==> src/rtl/pipeline_pkg.sv <==
// Shared constants and types for the MEM-stage load/store unit.
// Holds opcode and funct3 encodings, exception codes and the LSU FSM state type.
package pipeline_pkg;

   localparam logic [6:0] OPC_LOAD  = 7'b0000011;
   localparam logic [6:0] OPC_STORE = 7'b0100011;

   localparam logic [2:0] F3_B  = 3'b000;
   localparam logic [2:0] F3_H  = 3'b001;
   localparam logic [2:0] F3_W  = 3'b010;
   localparam logic [2:0] F3_BU = 3'b100;
   localparam logic [2:0] F3_HU = 3'b101;

   localparam logic [1:0] EXC_NONE     = 2'b00;
   localparam logic [1:0] EXC_MISALIGN = 2'b01;
   localparam logic [1:0] EXC_TIMEOUT  = 2'b10;

   typedef enum logic [1:0] {
      IDLE = 2'b00,
      REQ  = 2'b01,
      DONE = 2'b10
   } lsu_state_e;

endpackage

==> src/rtl/lsu_fmt.sv <==
// Combinational data formatting for the LSU: store lane replication and byte
// enables, load lane extraction with sign/zero extension, and misalignment detection.
module lsu_fmt
   import pipeline_pkg::*;
(
   input  logic [2:0]  i_funct3,
   input  logic [1:0]  i_addr,
   input  logic        i_is_store,
   input  logic [31:0] i_rs2,
   input  logic [31:0] i_rdata,
   output logic [3:0]  o_be,
   output logic [31:0] o_wdata,
   output logic [31:0] o_ld_data,
   output logic        o_misaligned
);

   logic [7:0]  w_byte;
   logic [15:0] w_half;

   // funct3[1:0] carries the access size; 11 falls into the word case.
   always_comb begin
      // NOTE: every output gets a default first so no path leaves a latch behind.
      o_be         = 4'b1111;
      o_wdata      = i_rs2;
      o_misaligned = 1'b0;
      case (i_funct3[1:0])
         2'b00: begin
            if (i_is_store) begin
               o_be    = 4'b0001 << i_addr;
               o_wdata = {4{i_rs2[7:0]}};
            end
         end
         2'b01: begin
            o_misaligned = i_addr[0];
            if (i_is_store) begin
               o_be    = 4'b0011 << {i_addr[1], 1'b0};
               o_wdata = {2{i_rs2[15:0]}};
            end
         end
         default: o_misaligned = |i_addr;
      endcase
   end

   always_comb begin
      case (i_addr)
         2'd0:    w_byte = i_rdata[7:0];
         2'd1:    w_byte = i_rdata[15:8];
         2'd2:    w_byte = i_rdata[23:16];
         default: w_byte = i_rdata[31:24];
      endcase
      w_half = i_addr[1] ? i_rdata[31:16] : i_rdata[15:0];

      case (i_funct3)
         F3_B:    o_ld_data = {{24{w_byte[7]}}, w_byte};
         F3_H:    o_ld_data = {{16{w_half[15]}}, w_half};
         F3_BU:   o_ld_data = {24'd0, w_byte};
         F3_HU:   o_ld_data = {16'd0, w_half};
         F3_W:    o_ld_data = i_rdata;
         default: o_ld_data = i_rdata;
      endcase
   end

endmodule

==> src/rtl/mem_stage_lsu.sv <==
// MEM stage of the RV32I pipeline: runs loads/stores on a req/ack bus with a
// timeout, stalls upstream while busy, and owns the MEM/WB pipeline register.
module mem_stage_lsu
   import pipeline_pkg::*;
#(
   parameter int unsigned TIMEOUT_CYCLES = 255
) (
   input  logic        i_clk,
   input  logic        i_rst_n,
   input  logic        i_valid,
   input  logic [31:0] i_instr_MEM,
   input  logic [31:0] i_alu_data,
   input  logic [31:0] i_rs2_data,
   input  logic [31:0] i_pc_plus4,
   output logic [31:0] alu_out_mem,
   output logic [31:0] pc_plus4_mem,
   output logic        o_stall,
   output logic        o_dmem_req,
   output logic        o_dmem_we,
   output logic [31:0] o_dmem_addr,
   output logic [3:0]  o_dmem_be,
   output logic [31:0] o_dmem_wdata,
   input  logic        i_dmem_ack,
   input  logic [31:0] i_dmem_rdata,
   output logic        o_wb_valid,
   output logic [31:0] o_wb_instr,
   output logic [31:0] o_wb_alu,
   output logic [31:0] o_wb_ld,
   output logic [31:0] o_wb_pc4,
   output logic [1:0]  o_wb_exc
);

   localparam logic [7:0] CNT_LAST = 8'(TIMEOUT_CYCLES - 1);

   lsu_state_e  r_state;
   lsu_state_e  w_next_state;
   logic [7:0]  r_cnt;
   logic [31:0] r_ld_buf;
   logic [1:0]  r_exc_buf;

   logic [6:0]  w_opcode;
   logic        w_is_store;
   logic        w_mem_op;
   logic        w_misaligned;
   logic        w_timeout;
   logic [31:0] w_ld_fmt;
   logic [1:0]  w_wb_exc;

   assign w_opcode   = i_instr_MEM[6:0];
   assign w_is_store = (w_opcode == OPC_STORE);
   assign w_mem_op   = i_valid & ((w_opcode == OPC_LOAD) | w_is_store);
   assign w_timeout  = (r_cnt == CNT_LAST);

   assign alu_out_mem  = i_alu_data;
   assign pc_plus4_mem = i_pc_plus4;
   assign o_dmem_addr  = {i_alu_data[31:2], 2'b00};
   assign o_dmem_we    = w_is_store;

   lsu_fmt u_fmt (
      .i_funct3     (i_instr_MEM[14:12]),
      .i_addr       (i_alu_data[1:0]),
      .i_is_store   (w_is_store),
      .i_rs2        (i_rs2_data),
      .i_rdata      (i_dmem_rdata),
      .o_be         (o_dmem_be),
      .o_wdata      (o_dmem_wdata),
      .o_ld_data    (w_ld_fmt),
      .o_misaligned (w_misaligned)
   );

   always_comb begin
      w_next_state = r_state;
      o_stall      = 1'b0;
      o_dmem_req   = 1'b0;
      case (r_state)
         IDLE: begin
            if (w_mem_op && !w_misaligned) begin
               w_next_state = REQ;
               o_stall      = 1'b1;
            end
         end
         REQ: begin
            o_dmem_req = 1'b1;
            o_stall    = 1'b1;
            if (i_dmem_ack || w_timeout) w_next_state = DONE;
         end
         DONE:    w_next_state = IDLE;
         default: w_next_state = IDLE;
      endcase
   end

   // NOTE: sequential state is written only with non-blocking assignments so
   // every register samples the pre-edge values of its neighbours.
   always_ff @(posedge i_clk or negedge i_rst_n) begin
      if (!i_rst_n) begin
         r_state   <= IDLE;
         r_cnt     <= 8'd0;
         r_ld_buf  <= 32'd0;
         r_exc_buf <= EXC_NONE;
      end else begin
         r_state <= w_next_state;
         if (r_state == REQ && w_next_state == REQ) r_cnt <= r_cnt + 8'd1;
         else                                       r_cnt <= 8'd0;
         // An ack always wins over a timeout landing on the same cycle.
         if (r_state == REQ) begin
            if (i_dmem_ack) begin
               r_ld_buf  <= w_ld_fmt;
               r_exc_buf <= EXC_NONE;
            end else if (w_timeout) begin
               r_exc_buf <= EXC_TIMEOUT;
            end
         end
      end
   end

   assign w_wb_exc = (r_state == DONE)                ? r_exc_buf    :
                     (w_mem_op && w_misaligned)       ? EXC_MISALIGN :
                                                        EXC_NONE;

   always_ff @(posedge i_clk or negedge i_rst_n) begin
      if (!i_rst_n) begin
         o_wb_valid <= 1'b0;
         o_wb_instr <= 32'd0;
         o_wb_alu   <= 32'd0;
         o_wb_ld    <= 32'd0;
         o_wb_pc4   <= 32'd0;
         o_wb_exc   <= EXC_NONE;
      end else if (!o_stall) begin
         o_wb_valid <= i_valid;
         o_wb_instr <= i_instr_MEM;
         o_wb_alu   <= i_alu_data;
         o_wb_ld    <= r_ld_buf;
         o_wb_pc4   <= i_pc_plus4;
         o_wb_exc   <= w_wb_exc;
      end else begin
         o_wb_valid <= 1'b0;
      end
   end

endmodule

==> config.mk <==
export PLATFORM = sky130hd
export DESIGN_NAME = mem_stage_lsu
export DESIGN_NICKNAME = d
export VERILOG_FILES = /design/src/rtl/pipeline_pkg.sv /design/src/rtl/lsu_fmt.sv /design/src/rtl/mem_stage_lsu.sv
export SDC_FILE = /design/constraint.sdc
export NUM_CORES = 1
export LEC_CHECK = 0
export CELL_PAD_IN_SITES_DETAIL_PLACEMENT = 1
export CELL_PAD_IN_SITES_GLOBAL_PLACEMENT = 2
export CORE_MARGIN = 1
export CORE_UTILIZATION = 24
export DETAILED_ROUTE_END_ITERATION = 7
export PLACE_DENSITY = 0.83
export SYNTH_ARGS = -nofsm -noshare
export SYNTH_HDL_FRONTEND = slang
export SYNTH_SLANG_ARGS = --single-unit
==> constraint.sdc <==
create_clock -name i_clk -period 2.32 [get_ports i_clk]
set_input_delay 0.348 -clock i_clk [delete_from_list [all_inputs] [get_ports i_clk]]
set_output_delay 0.348 -clock i_clk [all_outputs]
set_load 0.005 [all_outputs]
Word level (Yosys, flattened, before mapping)
Index checks and enable logic that the tools add are counted.
{"block": "op_classes", "addsub": 1, "mul": 0, "div": 0, "n_lt_le_gt_ge": 0, "n_eq_ne": 12, "shifts": 2, "muxes": 22, "bitwise": 2, "n_reduce_logical": 13}
{"op": "case mux 32 bit (4 select lines)", "n": 1}
{"op": "two-way mux 32 bit", "n": 2}
{"op": "case mux 32 bit (2 select lines)", "n": 1}
{"op": "case mux 8 bit (3 select lines)", "n": 1}
{"op": "two-way mux 16 bit", "n": 1}
{"op": "two-way mux 2 bit", "n": 5}
{"op": "adder 8 x 1 -> 8 bit (second input constant)", "n": 1}
{"op": "== test 2 x 1 -> 1 bit (second input constant)", "n": 4}
{"op": "== test 8 bit (second input constant)", "n": 1}
{"op": "two-way mux 4 bit", "n": 2}
{"op": "two-way mux 8 bit", "n": 1}
{"op": "case mux 4 bit (2 select lines)", "n": 1}
{"op": "== test 7 x 2 -> 1 bit (second input constant)", "n": 1}
{"op": "== test 7 x 6 -> 1 bit (second input constant)", "n": 1}
{"op": "== test 3 bit (second input constant)", "n": 2}
{"op": "zero test 2 bit", "n": 3}
{"op": "== test 2 bit (second input constant)", "n": 2}
{"op": "two-way mux 1 bit", "n": 4}
{"op": "case mux 1 bit (2 select lines)", "n": 2}
{"op": "case mux 2 bit (2 select lines)", "n": 1}
{"op": "AND reduction 2 bit", "n": 2}
{"op": "<< shifter 1 x 2 -> 4 bit (first input constant)", "n": 1}
{"op": "<< shifter 2 x 2 -> 4 bit (first input constant)", "n": 1}
{"op": "== test 3 x 1 -> 1 bit (second input constant)", "n": 1}
{"op": "other kinds (8)", "n": 10}
{"block": "totals", "reg_bits": 175, "latchBits": 0, "ram_bits": 0, "mem_bits_ro": 0, "in_bits": 164, "output_inout_bits": 266, "n_memories": 0}

Logic depth before layout (Yosys ltp)
{"block": "depth", "word_depth": 9, "ltp_mapped": 7, "depth_no_buf": 6}

Hierarchy
From an unflattened synthesis, not the netlist that was laid out.
{"block": "hier_totals", "hier_cells": 695, "hier_area_um2": 8938.6}
{"module": "mem_stage_lsu", "instances": 1, "cells_each": 510, "area_each_um2": 7857.5, "seq_area_each_um2": 4354.2}
{"module": "lsu_fmt", "instances": 1, "cells_each": 185, "area_each_um2": 1081.0, "seq_area_each_um2": 0.0}

Worst setup path after synthesis
Ideal clock, no wire load.
{"block": "synth_path", "path_kind": "input-to-output", "startpoint": "input i_instr_MEM[2]", "endpoint": "output o_dmem_be[1]", "arrival_time_ns": 1.534, "required_time_ns": 1.972, "slack_ns": 0.438, "stages": 6, "path_buffers": 3, "cell_sequence": "and4bb_2 -> and4b_1 -> buf_2 -> buf_2 -> buf_2 -> o21ai_0"}
{"block": "synth_between", "elab_chain_len": 3, "elab_cells_between_ends": 4, "classes_between": "eq/ne (1); mux (3)"}
{"item": "start, declared", "line": "mem_stage_lsu.sv:11", "text": "input logic [31:0] i_instr_MEM,"}
{"item": "== test 7 x 6 -> 1 bit (*)", "line": "mem_stage_lsu.sv:50", "text": "assign w_is_store = (w_opcode == OPC_STORE);"}
{"item": "two-way mux 4 bit (on tied branches)", "line": "lsu_fmt.sv:35, lsu_fmt.sv:28"}
{"item": "case mux 4 bit (2 select lines) (*)", "line": "lsu_fmt.sv:26", "text": "case (i_funct3[1:0])"}
{"item": "end, declared", "line": "mem_stage_lsu.sv:21", "text": "output logic [3:0] o_dmem_be,"}
Mark *: on every way between the ends. The rest lies on a longest branch, timed or not.

Worst setup path in the final report
{"block": "layout_path", "startpoint": "input i_instr_MEM[2]", "endpoint": "output o_dmem_wdata[31]"}
{"block": "layout_between", "elab_chain_len": 3, "elab_cells_between_ends": 4, "classes_between": "eq/ne (1); mux (3)"}
{"item": "== test 7 x 6 -> 1 bit (*)", "line": "mem_stage_lsu.sv:50"}
{"item": "two-way mux 32 bit (on tied branches)", "line": "lsu_fmt.sv:35, lsu_fmt.sv:28"}
{"item": "case mux 32 bit (2 select lines) (*)", "line": "lsu_fmt.sv:26"}
{"item": "end, declared", "line": "mem_stage_lsu.sv:22", "text": "output logic [31:0] o_dmem_wdata,"}
Marks and branches as above.

==> impl_results.md <==
- Finished layout cell area: 13600 µm²
- Avg Cell Area, Syn: 11.9 µm²
- CP bufs+invs: 5
- Post-route setup slack: 0.0264 ns
- Number of global-route vias before repair: 7363
- Post-route ant nets: 0
- Fraction of final layout cells with drive strength greater than 1: 18.2%
- RSZ-0062 raised after global routing: true
- Clock Sinks: 174
- Initial antenna violation count: 2
- Drt drc: 0
- Post-route clock period utilization: 98.9%
- HP Class: input pin to flip-flop
- Chip Width: 189 µm
- First-pass GRT wire length: 45.3 mm
- Pin count of the biggest net entering global routing: 59
- Num rows: 68
- PD cells: 597 nW/µm²
- Worst EP required: 1.97 ns
- DR pass1 iterations: 4
- Area grow syn2layout: 61.6%
- Worst-margin pin slew: 0.788 ns
- Post-synthesis sequential area ratio: 51.9%
- Post-Syn Area: 8390 µm²
- Ant. Diodes: 0
- Unique masters post-synth: 43
- Die Y: 189 µm
- Max_slew headroom: 47.2%
- Total grt overflow: 0
- Max-cap violation count: 0
- Hold Fails Final Rpt: 0
- Yosys warning count: 0
- Worst Skew: 0.00997 ns
- Root Buffer: clkbuf_16
- Fill count: 3744
- Core Box Area: 34500 µm²
- Setup CP Type: input pin to primary output
- Post-DR vias/cell: 4.38
- Num CTS Buffers: 17
- Crit path DAT: 1.95 ns
- Final net count: 1234
- Maximum fanout along the worst path: 3
- Buffer depth of the longest clock path: 2
- Top Ports: 430
- Clk_lat worst skew: 0.43 ns
- Fmax achieved: 0.436 GHz
- Startpoint types: input pin
- Worst-path clk slew: 0.07 ns
- H-tree depth: 4
- CP max stage cell: and4bb_2
- Crit-path leading delay family: buffers and inverters
- Reg2reg setup slack: 0.53 ns
- Gr usage total: 16.9%
- Total die area: 35700 µm²
- Max-slew violation count: 0
- Post-DP Area: 12700 µm²
- CP max stage delay: 0.32 ns
- Post-DR wirelength/cell: 19.6 µm
- Total Wirelength: 30.1 mm
- Sum Neg Setup Slack: 0 ns
- CTS tree: yes
- Register bit count reported by yosys: 174
- Dpl ws: -0.459 ns
- Leakage: 5.69 nW
- Port bufs: 427
- 1st-iter DRT viols: 210
- Via count: 6728
- Outcome: finished clean
- Setup crit end kind: primary output
- Final setup fails: 0
- Worst path cell trace: clkdlybuf4s15_1 -> and4bb_2 -> buf_6 -> nand4_1 -> clkbuf_16 -> buf_4 -> o22ai_2 -> a31oi_1 -> clkdlybuf4s15_2
- Fin crit period: 2.29 ns
- DP HPWL: 23.0 mm
- Initial core utilization: 24.3%
- Routability cong.: 0.785
- Worst vdd ir: 0.448 mV
- Post-Synthesis Cells: 704
==> worst paths after layout <==
check | from | endpoint | cells after the start
max | i_instr_MEM[2] | o_dmem_wdata[31] | 9
min | i_instr_MEM[5] | o_wb_instr[5]$_DFFE_PN0N_ | 2
max reg2reg | r_state[1]$_DFF_PN0_ | r_ld_buf[6]$_DFFE_PN0P_ | 4
min reg2reg | r_ld_buf[1]$_DFFE_PN0P_ | o_wb_ld[1]$_DFFE_PN0N_ | 1
max in group asynchronous | i_rst_n | o_wb_alu[11]$_DFFE_PN0N_ | 3
min in group asynchronous | i_rst_n | o_wb_instr[4]$_DFFE_PN0N_ | 2
==> cells in the mapped netlist (all sizes together) <==
cell	count	share of area (%)
nand2b	1	0.075
nand3	3	0.18
nor2	46	2.1
nand3b	9	0.81
mux4	1	0.27
a32o	2	0.24
buf	127	11
a31oi	2	0.15
xor2	5	0.52
and3	3	0.22
mux2	152	20
conb	1	0.045
o211ai	1	0.15
and4b	1	0.12
and4bb	1	0.15
nor3b	1	0.090
xnor2	1	0.10
o41a	1	0.13
nand4	2	0.15
o22ai	2	0.15
mux2i	8	0.95
nor2b	4	0.30
and4	1	0.10
nand2	49	2.2
dfrtp	174	52
inv	5	0.22
nor3	16	0.95
a21oi	36	2.3
o21ai	12	0.72
a211oi	8	0.78
clkbuf	15	0.69
ha	2	0.30
o31ai	2	0.18
a31o	8	0.84
and2	1	0.075
and3b	1	0.10
==> state kept, by name (all words and copies together) (netlist names) <==
| signal | count |
|---|---|
| o_wb_ld | 32 |
| o_wb_valid | 1 |
| r_state | 2 |
| o_wb_pc4 | 32 |
| r_cnt | 8 |
| o_wb_instr | 32 |
| o_wb_exc | 2 |
| r_ld_buf | 32 |
| r_exc_buf | 1 |
| o_wb_alu | 32 |
==> metrics by stage <==
step,hold slack (ns),total power [mW],std cells,utilization (%)
2_1_floorplan,0.0524,4.03,705,-
6_report,0.247,8.09,1535,39.4
3_5_place_dp,0.380,5.15,1490,36.9
5_1_grt,0.260,8.48,1535,39.4
4_1_cts,0.257,8.24,1535,39.5
3_3_place_gp,0.375,5.11,1490,36.9
==> cell families after synthesis <==
logic type               count (synthesis)  synth area share (%)
flip-flops                             174                  51.9
multiplexers                           161                  21.6
buffers and inverters                  147                  12.3
AND/OR/NAND/NOR                        139                  7.58
AO/OA/AOI/OAI                           74                  5.61
XOR/XNOR                                 6                 0.626
adder cells (fa/ha/maj)                  2                 0.298
other                                    1                0.0447
==> cell type report <==
type	count	area [µm²]	share of cell area [%]
clock inverter	9	134	0.987
multi-input combinational	384	3070	22.6
clock buffer	22	474	3.50
tap	455	569	4.20
timing repair buffer	486	4940	36.4
sequential	174	4350	32.1
inverter	5	18.8	0.138
==> repair_timing <==
action,in CTS,in global routing
cloned,4,0
setup endpoints to repair,32,23
hold endpoints to repair,53,0
gates resized for setup,89,27
setup buffers,9,0
pin swaps,6,2
hold buffers,1,0
==> routing by layer <==
layer	vias to the layer above	track usage, %	share of wire [%]
li1	3050	-	-
met1	3344	19.1	39
met2	301	30.7	52
met3	29	4.43	7.0
met4	4	5.21	1.9
met5	-	0	0.090
==> report_power, final <==
group	switching (mW)	internal (mW)	total, mW
registers	0.153	3.32	3.48
clock network	1.24	1.78	3.02
logic	0.591	1.00	1.59
==> placed cells by master (no fill, tap or decap), drive strengths merged, types with 3 or more instances in the layout <==
master and count:
nor2 46, clkbuf 36, inv 6, nand3b 9, mux2i 8, o21ai 12
dlygate4sd2 11, clkinv 4, a21oi 36, mux2 152, nor3 16, nand2 49
bufinv 3, a31o 8, buf 62, nor2b 4, clkdlybuf4s15 7, a211oi 8
and3 3, nand3 3, clkdlybuf4s50 388, dfrtp 174, xor2 5
No activity file was read; power rests on OpenSTA's default activity.
